## src/rtl/gtech_piso8_if.sv

```systemverilog
// gtech_piso8_if
// Bus between a parallel register stage, the gtech_piso8 serializer and the
// serial consumer: word handshake (D/LD_VALID/LD_READY), per-bit consumer
// enable (SO_EN) and the serial framing outputs.
// The producer/consumer side uses the master modport. The serializer uses the
// slave modport.
interface gtech_piso8_if #(
   parameter int WIDTH = 8
);
   logic [WIDTH-1:0] D;
   logic             LD_VALID;
   logic             LD_READY;
   logic             SO_EN;
   logic             SO;
   logic             SO_VALID;
   logic             SO_LAST;
   logic             BUSY;

   modport master (
      output D, LD_VALID, SO_EN,
      input  LD_READY, SO, SO_VALID, SO_LAST, BUSY
   );

   modport slave (
      input  D, LD_VALID, SO_EN,
      output LD_READY, SO, SO_VALID, SO_LAST, BUSY
   );
endinterface

```

## src/rtl/gtech_piso8.sv

```systemverilog
// gtech_piso8
// Parallel-in / serial-out transmitter. It accepts one WIDTH-bit word per
// LD_VALID & LD_READY handshake and sends it one bit per SO_EN cycle.
// Bit order: MSB first by default, or LSB first when LSB_FIRST=1.
// SO, SO_VALID and SO_LAST are registered. LD_READY is combinational, so the
// next word can be accepted on the last bit of the current frame with no gap.
// Optional feature: defining GTECH_PISO_PARITY_EN adds a trailing even-parity
// bit, which becomes the SO_LAST bit of each frame.
module gtech_piso8 #(
   parameter int WIDTH     = 8,
   parameter bit LSB_FIRST = 1'b0
) (
   input  logic          CP,
   input  logic          RST,
   gtech_piso8_if.slave  bus
);

   localparam int CNT_W = $clog2(WIDTH);
   localparam logic [CNT_W-1:0] CNT_FIRST = CNT_W'(WIDTH - 1);

   typedef enum logic [1:0] {
      S_IDLE  = 2'd0,
      S_SHIFT = 2'd1
`ifdef GTECH_PISO_PARITY_EN
      , S_PAR = 2'd2
`endif
   } state_t;

   state_t           r_state;
   logic [WIDTH-1:0] r_shift;
   logic [CNT_W-1:0] r_cnt;
   logic             r_so;
   logic             r_soValid;
   logic             r_soLast;
`ifdef GTECH_PISO_PARITY_EN
   logic             r_parity;
`endif

   state_t           w_nextState;
   logic [WIDTH-1:0] w_nextShift;
   logic [CNT_W-1:0] w_nextCnt;
   logic             w_nextSo;
   logic             w_nextValid;
   logic             w_nextLast;
   logic             w_ldReady;
   logic             w_load;

   // Bit that leaves the shift register next.
   function automatic logic headBit(input logic [WIDTH-1:0] w);
      return LSB_FIRST ? w[0] : w[WIDTH-1];
   endfunction

   // Advance the shift register by one bit, moving the next bit into the head position.
   function automatic logic [WIDTH-1:0] shiftOnce(input logic [WIDTH-1:0] w);
      return LSB_FIRST ? {1'b0, w[WIDTH-1:1]} : {w[WIDTH-2:0], 1'b0};
   endfunction

   // Next-state, handshake and next registered-output decode. A load always wins, so a frame can start
   // directly from its predecessor's final bit.
   always_comb begin
      w_ldReady   = 1'b0;
      w_nextState = r_state;
      w_nextShift = r_shift;
      w_nextCnt   = r_cnt;
      w_nextSo    = 1'b0;
      w_nextValid = 1'b0;
      w_nextLast  = 1'b0;

      case (r_state)
         S_IDLE:  w_ldReady = 1'b1;
`ifdef GTECH_PISO_PARITY_EN
         S_SHIFT: w_ldReady = 1'b0;
         S_PAR:   w_ldReady = bus.SO_EN;
`else
         S_SHIFT: w_ldReady = bus.SO_EN && (r_cnt == '0);
`endif
         default: w_ldReady = 1'b0;
      endcase
      if (RST) begin
         w_ldReady = 1'b0;
      end
      w_load = bus.LD_VALID && w_ldReady;

      case (r_state)
         S_IDLE: begin
            w_nextState = S_IDLE;
         end
         S_SHIFT: begin
            if (bus.SO_EN) begin
               if (r_cnt == '0) begin
`ifdef GTECH_PISO_PARITY_EN
                  w_nextState = S_PAR;
`else
                  w_nextState = S_IDLE;
                  w_nextShift = '0;
`endif
               end else begin
                  w_nextShift = shiftOnce(r_shift);
                  w_nextCnt   = r_cnt - 1'b1;
               end
            end
         end
`ifdef GTECH_PISO_PARITY_EN
         S_PAR: begin
            if (bus.SO_EN) begin
               w_nextState = S_IDLE;
               w_nextShift = '0;
            end
         end
`endif
         default: begin
            w_nextState = S_IDLE;
            w_nextShift = '0;
            w_nextCnt   = '0;
         end
      endcase

      if (w_load) begin
         w_nextState = S_SHIFT;
         w_nextShift = bus.D;
         w_nextCnt   = CNT_FIRST;
      end

      w_nextValid = (w_nextState != S_IDLE);
      if (w_nextState == S_SHIFT) begin
         w_nextSo = headBit(w_nextShift);
      end
`ifdef GTECH_PISO_PARITY_EN
      if (w_nextState == S_PAR) begin
         w_nextSo = r_parity;
      end
      w_nextLast = (w_nextState == S_PAR);
`else
      w_nextLast = (w_nextState == S_SHIFT) && (w_nextCnt == '0);
`endif
   end

   // State, shift register, counter and registered serial outputs. Reset aborts any frame in progress.
   always_ff @(posedge CP) begin
      if (RST) begin
         r_state   <= S_IDLE;
         r_shift   <= '0;
         r_cnt     <= '0;
         r_so      <= 1'b0;
         r_soValid <= 1'b0;
         r_soLast  <= 1'b0;
      end else begin
         r_state   <= w_nextState;
         r_shift   <= w_nextShift;
         r_cnt     <= w_nextCnt;
         r_so      <= w_nextSo;
         r_soValid <= w_nextValid;
         r_soLast  <= w_nextLast;
      end
   end

`ifdef GTECH_PISO_PARITY_EN
   // Even parity of the word, captured at load time so the shift register is free to move.
   always_ff @(posedge CP) begin
      if (RST) begin
         r_parity <= 1'b0;
      end else if (w_load) begin
         r_parity <= ^bus.D;
      end
   end
`endif

   assign bus.LD_READY = w_ldReady;
   assign bus.SO       = r_so;
   assign bus.SO_VALID = r_soValid;
   assign bus.SO_LAST  = r_soLast;
   assign bus.BUSY     = (r_state != S_IDLE);

endmodule
```

## src/flat_wrapper.sv

```systemverilog
// flat-port wrapper written by rule: the top's interface ports become plain ports
module gtech_piso8_flat 
#(
   parameter int WIDTH     = 8,
   parameter bit LSB_FIRST = 1'b0
)
  (CP, RST, bus_D, bus_LD_VALID, bus_SO_EN, bus_LD_READY, bus_SO, bus_SO_VALID, bus_SO_LAST, bus_BUSY);
  gtech_piso8_if #(.WIDTH(WIDTH)) bus_i ();
  input  logic CP;
  input  logic RST;
  input wire logic [$bits(bus_i.D)-1:0] bus_D;
  input wire logic [$bits(bus_i.LD_VALID)-1:0] bus_LD_VALID;
  input wire logic [$bits(bus_i.SO_EN)-1:0] bus_SO_EN;
  output wire logic [$bits(bus_i.LD_READY)-1:0] bus_LD_READY;
  output wire logic [$bits(bus_i.SO)-1:0] bus_SO;
  output wire logic [$bits(bus_i.SO_VALID)-1:0] bus_SO_VALID;
  output wire logic [$bits(bus_i.SO_LAST)-1:0] bus_SO_LAST;
  output wire logic [$bits(bus_i.BUSY)-1:0] bus_BUSY;
  assign bus_i.D = bus_D;
  assign bus_i.LD_VALID = bus_LD_VALID;
  assign bus_i.SO_EN = bus_SO_EN;
  assign bus_LD_READY = bus_i.LD_READY;
  assign bus_SO = bus_i.SO;
  assign bus_SO_VALID = bus_i.SO_VALID;
  assign bus_SO_LAST = bus_i.SO_LAST;
  assign bus_BUSY = bus_i.BUSY;
  gtech_piso8 #(.WIDTH(WIDTH), .LSB_FIRST(LSB_FIRST)) u_core (.CP(CP), .RST(RST), .bus(bus_i));
endmodule
```

## config.mk

```make
export PLATFORM = sky130hd
export DESIGN_NAME = gtech_piso8_flat
export DESIGN_NICKNAME = d
export VERILOG_FILES = /design/src/rtl/gtech_piso8_if.sv /design/src/rtl/gtech_piso8.sv /design/src/flat_wrapper.sv
export SDC_FILE = /design/constraint.sdc
export NUM_CORES = 1
export LEC_CHECK = 0
export ABC_AREA = 1
export ABC_CLOCK_PERIOD_IN_PS = 1400
export BUFFER_PORTS_ARGS = -buffer_cell sky130_fd_sc_hd__clkbuf_2
export CAP_MARGIN = 15
export CORE_MARGIN = 2
export CORE_UTILIZATION = 30
export CTS_CLUSTER_DIAMETER = 50
export DETAILED_ROUTE_END_ITERATION = 10
export PLACE_DENSITY = 0.53
export RECOVER_POWER = 100
export SYNTH_ARGS = -nofsm -noshare
export SYNTH_HDL_FRONTEND = slang
export SYNTH_SLANG_ARGS = --single-unit
```

## constraint.sdc

```tcl
create_clock -name CP -period 1.4 [get_ports CP]
set_input_delay 0.14 -clock CP [delete_from_list [all_inputs] [get_ports CP]]
set_output_delay 0.14 -clock CP [all_outputs]
set_load 0.02 [all_outputs]
```

==> flow_metrics.env <==
export IMPL_yosys_top_cells_area="dfxtp_1 (39%), nand2_1 (17%), inv_1 (7.4%)"
export IMPL_grt_pass1_vias=752
export IMPL_hold_end="u_core.r_shift[5]$_SDFFE_PP0P_"
export IMPL_drcViolationCount=0
export IMPL_post_place_ws_ns=-0.004112
export IMPL_outcome="completed"
export IMPL_reg2reg_from="u_core.r_cnt[0]$_SDFF_PP0_"
export IMPL_r2r_cells=10
export IMPL_synth_top_cell_area_share_pct=39.20
export IMPL_io_pins=17
export IMPL_root_buffer="clkbuf_4"
export IMPL_cp_max_fo=3
export IMPL_synth_fp_nets=132
export IMPL_dieWidth_um=56.19
export IMPL_peakVddDrop_uv=527.7
export IMPL_diodes=0
export IMPL_setup_viol=0
export IMPL_sequentialPowerShare_pct=50.5
export IMPL_htreeDepth=1
export IMPL_gp_congestion=0.8505
export IMPL_hpwl_um=1339
export IMPL_drt_pass1_iter_count=4
export IMPL_worst_ep_required_time_ns=1.26
export IMPL_clockBufferDepth=2
export IMPL_grt_usage_pct=12.98
export IMPL_grt_max_degree=10
export IMPL_placement_io_buffers=16
export IMPL_min_from="bus_D[5]"
export IMPL_clock_latency_ns=0.29
export IMPL_synthCells=118
export IMPL_cp_end_kind="primary output"
export IMPL_dr_first_iter_drc_count=30
export IMPL_die_height_um=56.19
export IMPL_avgSynthCellArea_um2=6.924
export IMPL_fmax_ghz=0.7357
export IMPL_clock_sinks=16
export IMPL_crit_arrival_ns=1.22
export IMPL_cts_tree="yes"
export IMPL_finalHoldViolations=0
export IMPL_synth_compound_area_share_pct=6.279
export IMPL_cts_clk_slew_worst_paths_ns=0.10
export IMPL_final_nets=164
export IMPL_synthesis_area_um2=817.0
export IMPL_fin_hold_ws_ns=0.06344
export IMPL_synth_top_area_cell="dfxtp_1"
export IMPL_power_switching_mw=0.2569
export IMPL_r2r_end="u_core.bus.SO$_SDFF_PP0_"
export IMPL_worst_slack_ns=0.04067
export IMPL_synth_xor_area_share_pct=0
export IMPL_numCtsBuffers=3
export IMPL_hp_class="primary input to flop"
export IMPL_skew_ns=0.008217
export IMPL_swShare_pct=26.96
export IMPL_fill_cells=292
export IMPL_fin_crit_ns=1.359
export IMPL_grt_overflow=0
export IMPL_drt_wirelength_per_cell_um=10.85
export IMPL_synth_edf_count=0
export IMPL_p_int_mw=0.6961
export IMPL_slew_viol_final=0
export IMPL_yosys_cell_types_count=18
export IMPL_ys_ff_latch=16
export IMPL_critical_path_class="flop to primary output"
export IMPL_drive_above_1_share_pct=33.56
export IMPL_power_frac_comb_pct=16.9
export IMPL_grt_pass1_wl_um=3201
export IMPL_antenna_found_initial=0
export IMPL_p_per_area_nw_per_um2=850.1
export IMPL_ant_nets=0
export IMPL_fin_crit_sh_pct=97.09
export IMPL_start_util_pct=32.39
export IMPL_syn2layout_area_growth_pct=37.21
export IMPL_synthAdderAreaFrac_pct=3.063
export IMPL_ys_seq_area_share_pct=39.20
export IMPL_synth_warnings=0
export IMPL_start_kind="flop"
export IMPL_clock_power_share_pct=32.6
export IMPL_vias=830
export IMPL_holdPathStages=3
export IMPL_vias_per_cell=4.637
export IMPL_synth_top_family_by_area="simple AND/OR/NAND/NOR gates"
export IMPL_rows=18
export IMPL_die_area_um2=3157
export IMPL_core_area_um2=2522
export IMPL_total_leakage_power_nw=0.5933
export IMPL_reg2reg_slack_ns=0.06
export IMPL_max_cap_violations=0
export IMPL_synth_async_reset_ratio_pct=0
export IMPL_wl_um=1943
export IMPL_yosys_area_share_simple_pct=41.50
export IMPL_synth_mux_area_share_pct=0
export IMPL_rsz0062_at_grt="yes"
export IMPL_synthFlopType="dfxtp_1"
[Yosys cell counts, types with 2 or more instances]
library cell,instances
inv_2,2
a21oi_1,7
nand2_2,4
nor2_1,6
nand3_1,11
inv_1,16
nand4_1,8
ha_1,2
dfxtp_1,16
nand2_1,36
nor2_4,3
[power by group through the flow]
stage | logic [mW] | registers (mW) | clock network (mW)
4_1_cts | 0.148 | 0.480 | 0.323
3_5_place_dp | 0.128 | 0.489 | 0
2_1_floorplan | 0.0787 | 0.489 | 0
6_report | 0.161 | 0.481 | 0.310
5_1_grt | 0.179 | 0.483 | 0.338
3_3_place_gp | 0.128 | 0.489 | 0
[critical path: stages (launching register included)]
cell	delay [ns]
dfxtp_2	0.37
inv_4	0.05
ha_4	0.15
nand2_4	0.07
nand2_4	0.06
nand2_1	0.05
inv_1	0.04
buf_6	0.12
[logic make-up (layout without fill, tap and decap cells)]
logic type                 Yosys count  after routing
AOI/OAI and AO/OA                   10             10
DFF                                 16             16
and+or+nand+nor                     69             69
buffers and inverters               20             51
other                                1              1
adders and majority gates            2              2
[per-layer routing]
layer	part of all wire [%]	global-route usage (%)
met1	44	15.15
met2	50	22.18
met3	3.9	3.023
met4	1.7	6.122
met5	0	0
[worst max path at each step]
stage                          startpoint                            to  cells past startpoint
6_report       u_core.r_cnt[0]$_SDFF_PP0_                  bus_LD_READY                      7
5_1_grt        u_core.r_cnt[1]$_SDFF_PP0_      u_core.bus.SO$_SDFF_PP0_                     10
4_1_cts        u_core.r_cnt[0]$_SDFF_PP0_  u_core.r_shift[7]$_SDFF_PP0_                     10
3_5_place_dp   u_core.r_cnt[0]$_SDFF_PP0_      u_core.bus.SO$_SDFF_PP0_                      8
3_3_place_gp   u_core.r_cnt[0]$_SDFF_PP0_      u_core.bus.SO$_SDFF_PP0_                      8
2_1_floorplan  u_core.r_cnt[0]$_SDFF_PP0_      u_core.bus.SO$_SDFF_PP0_                      8
[cells in the final DEF (no fill, tap or decap), drive strengths merged]
master,n
nor2,9
nand4,8
clkbuf,19
a21oi,7
nand3,12
nand2,40
o21ai,2
buf,13
conb,1
clkinv,1
ha,2
dfxtp,16
inv,18
a31oi,1
[cell type report]
cell class	count	area (µm²)	share of cell area [%]
multi-input combinational	82	457.9	40.85
inverter	19	77.57	6.920
clock buffer	4	36.28	3.237
sequential	16	324.1	28.91
timing repair buffer	28	187.7	16.74
tap	30	37.54	3.348
[sequential cells by signal (all words and copies together), names as in the netlist]
signal	flops
u_core.bus.SO	1
u_core.bus.SO_LAST	1
u_core.bus.SO_VALID	1
u_core.r_cnt	3
u_core.r_shift	8
u_core.r_state	2
[per-stage QoR]
stage / std cells / power (mW) / util (%) / setup TNS [ns] / instance area, µm²
after floorplan: 118 / 0.5678 / - / 0 / 817.0
after global placement: 166 / 0.6169 / 37.75 / 0 / 952.2
after detailed placement: 166 / 0.6179 / 37.75 / -0.004112 / 952.2
after CTS: 173 / 0.9518 / 41.47 / 0 / 1046
after global routing: 179 / 1.001 / 44.44 / -0.03713 / 1121
final: 179 / 0.9530 / 44.44 / 0 / 1121
[repair_timing]
action	in CTS	in global routing
setup endpoints to repair	5	12
resized for setup	12	11
endpoints found under the hold margin	0	0
pin swaps	4	5
hold buffers	0	0
setup buffers	3	6
Power figures use the tool's default switching activity.
